[config.mk]
export PLATFORM = sky130hd
export DESIGN_NAME = avalonmm_master
export DESIGN_NICKNAME = d
export VERILOG_FILES = /design/src/rtl/avalonmm_master.sv
export SDC_FILE = /design/constraint.sdc
export NUM_CORES = 1
export LEC_CHECK = 0
export BUFFER_PORTS_ARGS = -buffer_cell sky130_fd_sc_hd__buf_2
export CAP_MARGIN = 20
export CORE_ASPECT_RATIO = 0.5
export CORE_MARGIN = 2
export CORE_UTILIZATION = 49
export DETAILED_ROUTE_END_ITERATION = 7
export PLACE_DENSITY = 0.91
export SLEW_MARGIN = 20
export SYNTH_ARGS = -nofsm -noshare
export SYNTH_HDL_FRONTEND = slang
export SYNTH_SLANG_ARGS = --single-unit
export TNS_END_PERCENT = 100
[constraint.sdc]
create_clock -name clk -period 3 [get_ports clk]
set_input_delay 0.3 -clock clk [delete_from_list [all_inputs] [get_ports clk]]
set_output_delay 0.3 -clock clk [all_outputs]
set_load 0.005 [all_outputs]
[src/rtl/avalonmm_master.sv]
// Avalon-MM burst master: one command at a time, single-word
// reads or writes at incrementing word addresses.
module avalonmm_master #(
  parameter int ADDR_W       = 4,
  parameter int DATA_W       = 32,
  parameter int LEN_W        = 5,
  parameter int READ_LATENCY = 1
) (
  input  logic              clk,
  input  logic              reset,
  input  logic              cmd_valid,
  output logic              cmd_ready,
  input  logic              cmd_write,
  input  logic [ADDR_W-1:0] cmd_address,
  input  logic [LEN_W-1:0]  cmd_length,
  input  logic              wr_valid,
  output logic              wr_ready,
  input  logic [DATA_W-1:0] wr_data,
  output logic              rd_valid,
  output logic [DATA_W-1:0] rd_data,
  output logic              busy,
  output logic              done,
  output logic [ADDR_W-1:0] avm_address,
  output logic              avm_read,
  output logic              avm_write,
  output logic [DATA_W-1:0] avm_writedata,
  input  logic [DATA_W-1:0] avm_readdata,
  input  logic              avm_waitrequest
);

  localparam int LAT_W = (READ_LATENCY < 1) ? 1
                       : $clog2(READ_LATENCY + 1);
  localparam logic [LAT_W-1:0] LAT_SMP = LAT_W'(READ_LATENCY - 1);
  localparam logic [LAT_W-1:0] LAT_END = LAT_W'(READ_LATENCY);

  typedef enum logic [2:0] {
    S_IDLE,
    S_WR_DATA,
    S_WR_BUS,
    S_RD_BUS,
    S_RD_WAIT,
    S_DONE
  } state_t;

  state_t            r_state;
  state_t            w_next;
  logic [ADDR_W-1:0] r_addr;
  logic [LEN_W-1:0]  r_count;
  logic [LAT_W-1:0]  r_lat;
  logic [DATA_W-1:0] r_wdata;
  logic [DATA_W-1:0] r_rd_data;
  logic              r_rd_valid;
  logic              r_busy;
  logic              r_done;
  logic              r_avm_read;
  logic              r_avm_write;
  logic              w_last;
  logic              w_lat_end;
  logic              w_step;

  assign w_last    = (r_count == LEN_W'(1));
  assign w_lat_end = (r_lat == LAT_END);
  assign w_step    = ((r_state == S_WR_BUS) && !avm_waitrequest)
                  || ((r_state == S_RD_WAIT) && w_lat_end);

  always_comb begin
    w_next = r_state;
    unique case (r_state)
      S_IDLE: begin
        if (cmd_valid) begin
          if (cmd_length == '0)
            w_next = S_DONE;
          else if (cmd_write)
            w_next = S_WR_DATA;
          else
            w_next = S_RD_BUS;
        end
      end
      S_WR_DATA: begin
        if (wr_valid)
          w_next = S_WR_BUS;
      end
      S_WR_BUS: begin
        if (!avm_waitrequest)
          w_next = w_last ? S_DONE : S_WR_DATA;
      end
      S_RD_BUS: begin
        if (!avm_waitrequest)
          w_next = S_RD_WAIT;
      end
      S_RD_WAIT: begin
        if (w_lat_end)
          w_next = w_last ? S_DONE : S_RD_BUS;
      end
      S_DONE: w_next = S_IDLE;
      default: w_next = S_IDLE;
    endcase
  end

  // Bus strobes and status are registered from the next state
  always_ff @(posedge clk) begin
    if (reset) begin
      r_state     <= S_IDLE;
      r_addr      <= '0;
      r_count     <= '0;
      r_lat       <= '0;
      r_wdata     <= '0;
      r_rd_data   <= '0;
      r_rd_valid  <= 1'b0;
      r_busy      <= 1'b0;
      r_done      <= 1'b0;
      r_avm_read  <= 1'b0;
      r_avm_write <= 1'b0;
    end else begin
      r_state     <= w_next;
      r_busy      <= (w_next != S_IDLE);
      r_done      <= (w_next == S_DONE);
      r_avm_read  <= (w_next == S_RD_BUS);
      r_avm_write <= (w_next == S_WR_BUS);
      r_rd_valid  <= 1'b0;
      if ((r_state == S_IDLE) && cmd_valid) begin
        r_addr  <= cmd_address;
        r_count <= cmd_length;
      end
      if ((r_state == S_WR_DATA) && wr_valid)
        r_wdata <= wr_data;
      if (w_step) begin
        r_addr  <= r_addr + ADDR_W'(1);
        r_count <= r_count - LEN_W'(1);
      end
      // Extra RD_WAIT cycle after sampling carries the rd_valid pulse
      if (r_state == S_RD_WAIT) begin
        if (!w_lat_end)
          r_lat <= r_lat + LAT_W'(1);
        if (r_lat == LAT_SMP) begin
          r_rd_data  <= avm_readdata;
          r_rd_valid <= 1'b1;
        end
      end else begin
        r_lat <= '0;
      end
    end
  end

  assign cmd_ready     = (r_state == S_IDLE);
  assign wr_ready      = (r_state == S_WR_DATA);
  assign rd_valid      = r_rd_valid;
  assign rd_data       = r_rd_data;
  assign busy          = r_busy;
  assign done          = r_done;
  assign avm_address   = r_addr;
  assign avm_read      = r_avm_read;
  assign avm_write     = r_avm_write;
  assign avm_writedata = r_wdata;

endmodule

==> flow_summary.yaml <==
synth:
  ys_warn_count: 0
  syn_avg_cell_area_um2: 8.07
  ys_types: 43
  synth_nets: 474
  synthTopCellsByCount: "nand2_1, dfxtp_1, a21oi_1"
  synth_flop_cell: "dfxtp_1"
  synth_most_common_cell: "nand2_1"
  ys_top_cells_by_area: "dfxtp_1, nand2_1, a21oi_1"
  synth_edf_count: 0
  ys_ff_latch: 82
  synth_area_um2: 3160
  synth_top_area_share_pct: 51.9
  syn_inst: 392
  ys_async_sr_fraction_pct: 0
  synth.largest_area_cell: "dfxtp_1"
  synth_seq_area_share_pct: 51.9
sta:
  hold_slack_ns: 0.204
  slew_headroom_pct: 64.1
  rsz0062_at_grt: "no"
  fin_ws_ns: 1.04
  max_freq_ghz: 0.511
  tightest_slew_ns: 0.538
  timing.final.crit_share_pct: 65.2
  period_needed_ns: 1.96
  skew_ns: 0.00438
  hold_viol: 0
  setup_viol: 0
  slew_violations: 0
  setup_tns_ns: 0
floorplanning:
  die_w_um: 118
  num_rows: 20
  die_y_um: 60.8
  core_um2: 6160
  ios: 154
  die-area_um2: 7150
  initial_core_util_pct: 51.4
outcome:
  status: "finished, final reports clean"
critical_path:
  cp.arrival_ns: 2.21
  cp_max_fo: 12
  worstReg2RegEnd: "r_count[3]$_SDFFE_PP0P_"
  r2r_start: "r_state[1]$_SDFF_PP0_"
  end_kind: "register"
  cp.required_ns: 3.26
  setup.worst_path.start_class: "register"
  path_class: "register to register"
  reg2reg_depth: 4
  r2r_slack_ns: 1.04
global_routing:
  first_global_vias: 2892
  grt_pass1_wl_mm: 12.3
  grt_usage_pct: 21.9
  grt_max_degree: 53
  grt_antenna_before_repair: 0
  grt_overflow: 0
cts:
  clk_latency_ns: 0.33
  clkSinkCount: 82
  cts_tree: "yes"
  numCtsBuffers: 9
  ctsLongestPathBuffers: 2
  cts-hold-fix-buffers: 0
  cts-resized-gates: 0
  post_cts_buffers: 0
  clk_pin_slew_ns: 0.06
  root_buffer: "clkbuf_16"
  h-tree-depth: 3
pwr:
  power_density_nw_per_um2: 588
  p_leak_nw: 1.91
  worst_ir_drop_vdd_uv: 486
  report.power.total_mw: 2.49
route:
  vias: 3150
  antenna_left: 0
  wire_per_inst_um: 12.5
  vias_per_cell: 5.03
  wl_mm: 7.81
  drt-initial-drc-count: 111
  drc: 0
  dr.pass1.iters: 4
cells_and_area:
  area_growth_pct: 33.9
  regArea_um2: 1640
  final.fill_count: 520
  final_layout_size_suffix_gt1_share_pct: 34.0
  multi_input_area_um2: 1360
  final_nets: 615
  antenna_cells: 0
place:
  io_buffers: 153
  dp_slack_ns: 1.05
  gp_congestion: 0.890
  dp_hpwl_mm: 5.50
hold_path:
  hold_start: "wr_data[2]"
  min-delay-path-class: "input port to register"
  hold_end: "avm_writedata[2]$_SDFFE_PP0P_"
  hold_depth: 3
job:
  cap_viol_max_count: 0
logic make-up (layout without fill, tap and decap cells):
group / Yosys count / in the layout / synth area share, %
multiplexers: 2 / 2 / 0.672
AO/OA/AOI/OAI: 95 / 95 / 17.3
adder cells (fa/ha/maj): 3 / 3 / 1.19
flip-flops: 82 / 82 / 51.9
AND/OR/NAND/NOR: 172 / 172 / 23.3
buffers and inverters: 38 / 184 / 5.62
worst max-delay path, stage by stage, from the launching register on:
cell and delay [ns]:
dfxtp_1 0.53, or3b_4 0.44, a21oi_2 0.43, mux2_1 0.37, o22ai_1 0.11
cell type report:
| type | instances | area share (%) |
|---|---|---|
| clock buffer | 14 | 6.47 |
| clock inverter | 2 | 0.236 |
| inverter | 9 | 0.798 |
| multi-input combinational | 272 | 32.0 |
| sequential | 82 | 38.8 |
| tap | 88 | 2.60 |
| timing repair buffer | 159 | 19.1 |
stage by stage:
step,cell area (um^2),util (%),cells
after floorplan,3160,-,392
after global placement,3950,64.2,610
after detailed placement,3950,64.2,610
after CTS,4240,68.8,626
after global routing,4240,68.8,626
final,4240,68.8,626
power breakdown:
part           total [mW]  internal [mW]  switching [mW]
registers            1.18           1.14          0.0387
logic               0.294          0.138           0.156
clock network        1.02          0.625           0.393
worst max path at each step:
| stage | startpoint | endpoint | depth (start not counted) |
|---|---|---|---|
| final | r_state[1]$_SDFF_PP0_ | r_count[3]$_SDFFE_PP0P_ | 4 |
| after global routing | r_state[2]$_SDFF_PP0_ | rd_data[9]$_SDFFE_PP0P_ | 5 |
| after CTS | r_state[2]$_SDFF_PP0_ | rd_data[14]$_SDFFE_PP0P_ | 5 |
| after detailed placement | r_state[2]$_SDFF_PP0_ | rd_data[14]$_SDFFE_PP0P_ | 5 |
| after global placement | r_state[2]$_SDFF_PP0_ | rd_data[14]$_SDFFE_PP0P_ | 5 |
| after floorplan | r_count[1]$_SDFFE_PP0P_ | avm_write$_SDFF_PP0_ | 6 |
cells in the final DEF, fill, tap and decap left out, types with 2 or more instances in the layout:
| cell | count |
|---|---|
| nand2b_1 | 6 |
| a2bb2oi_1 | 2 |
| a21o_1 | 2 |
| a32oi_1 | 2 |
| ha_1 | 3 |
| buf_2 | 153 |
| nand2_1 | 132 |
| clkinv_2 | 2 |
| nor2_1 | 10 |
| nand3_1 | 5 |
| inv_1 | 9 |
| dfxtp_1 | 82 |
| a21oi_1 | 73 |
| nand3b_1 | 2 |
| a22oi_1 | 3 |
| nor3_1 | 5 |
| buf_4 | 6 |
| o22ai_1 | 2 |
| clkbuf_1 | 2 |
| clkbuf_8 | 3 |
| clkbuf_16 | 9 |
state kept, by name (all words and copies together) (netlist names):
register       flops
r_count            5
r_lat              1
done               1
r_state            3
rd_valid           1
avm_read           1
avm_address        4
rd_data           32
avm_writedata     32
busy               1
avm_write          1
layer usage:
| layer | track usage [%] | share of wire (%) |
|---|---|---|
| met3 | 7.33 | 5.6 |
| met2 | 41.1 | 50 |
| met4 | 10.7 | 1.7 |
| met5 | 0 | 0 |
| met1 | 23.3 | 43 |
Note: power is estimated with default switching activity, not from simulation.
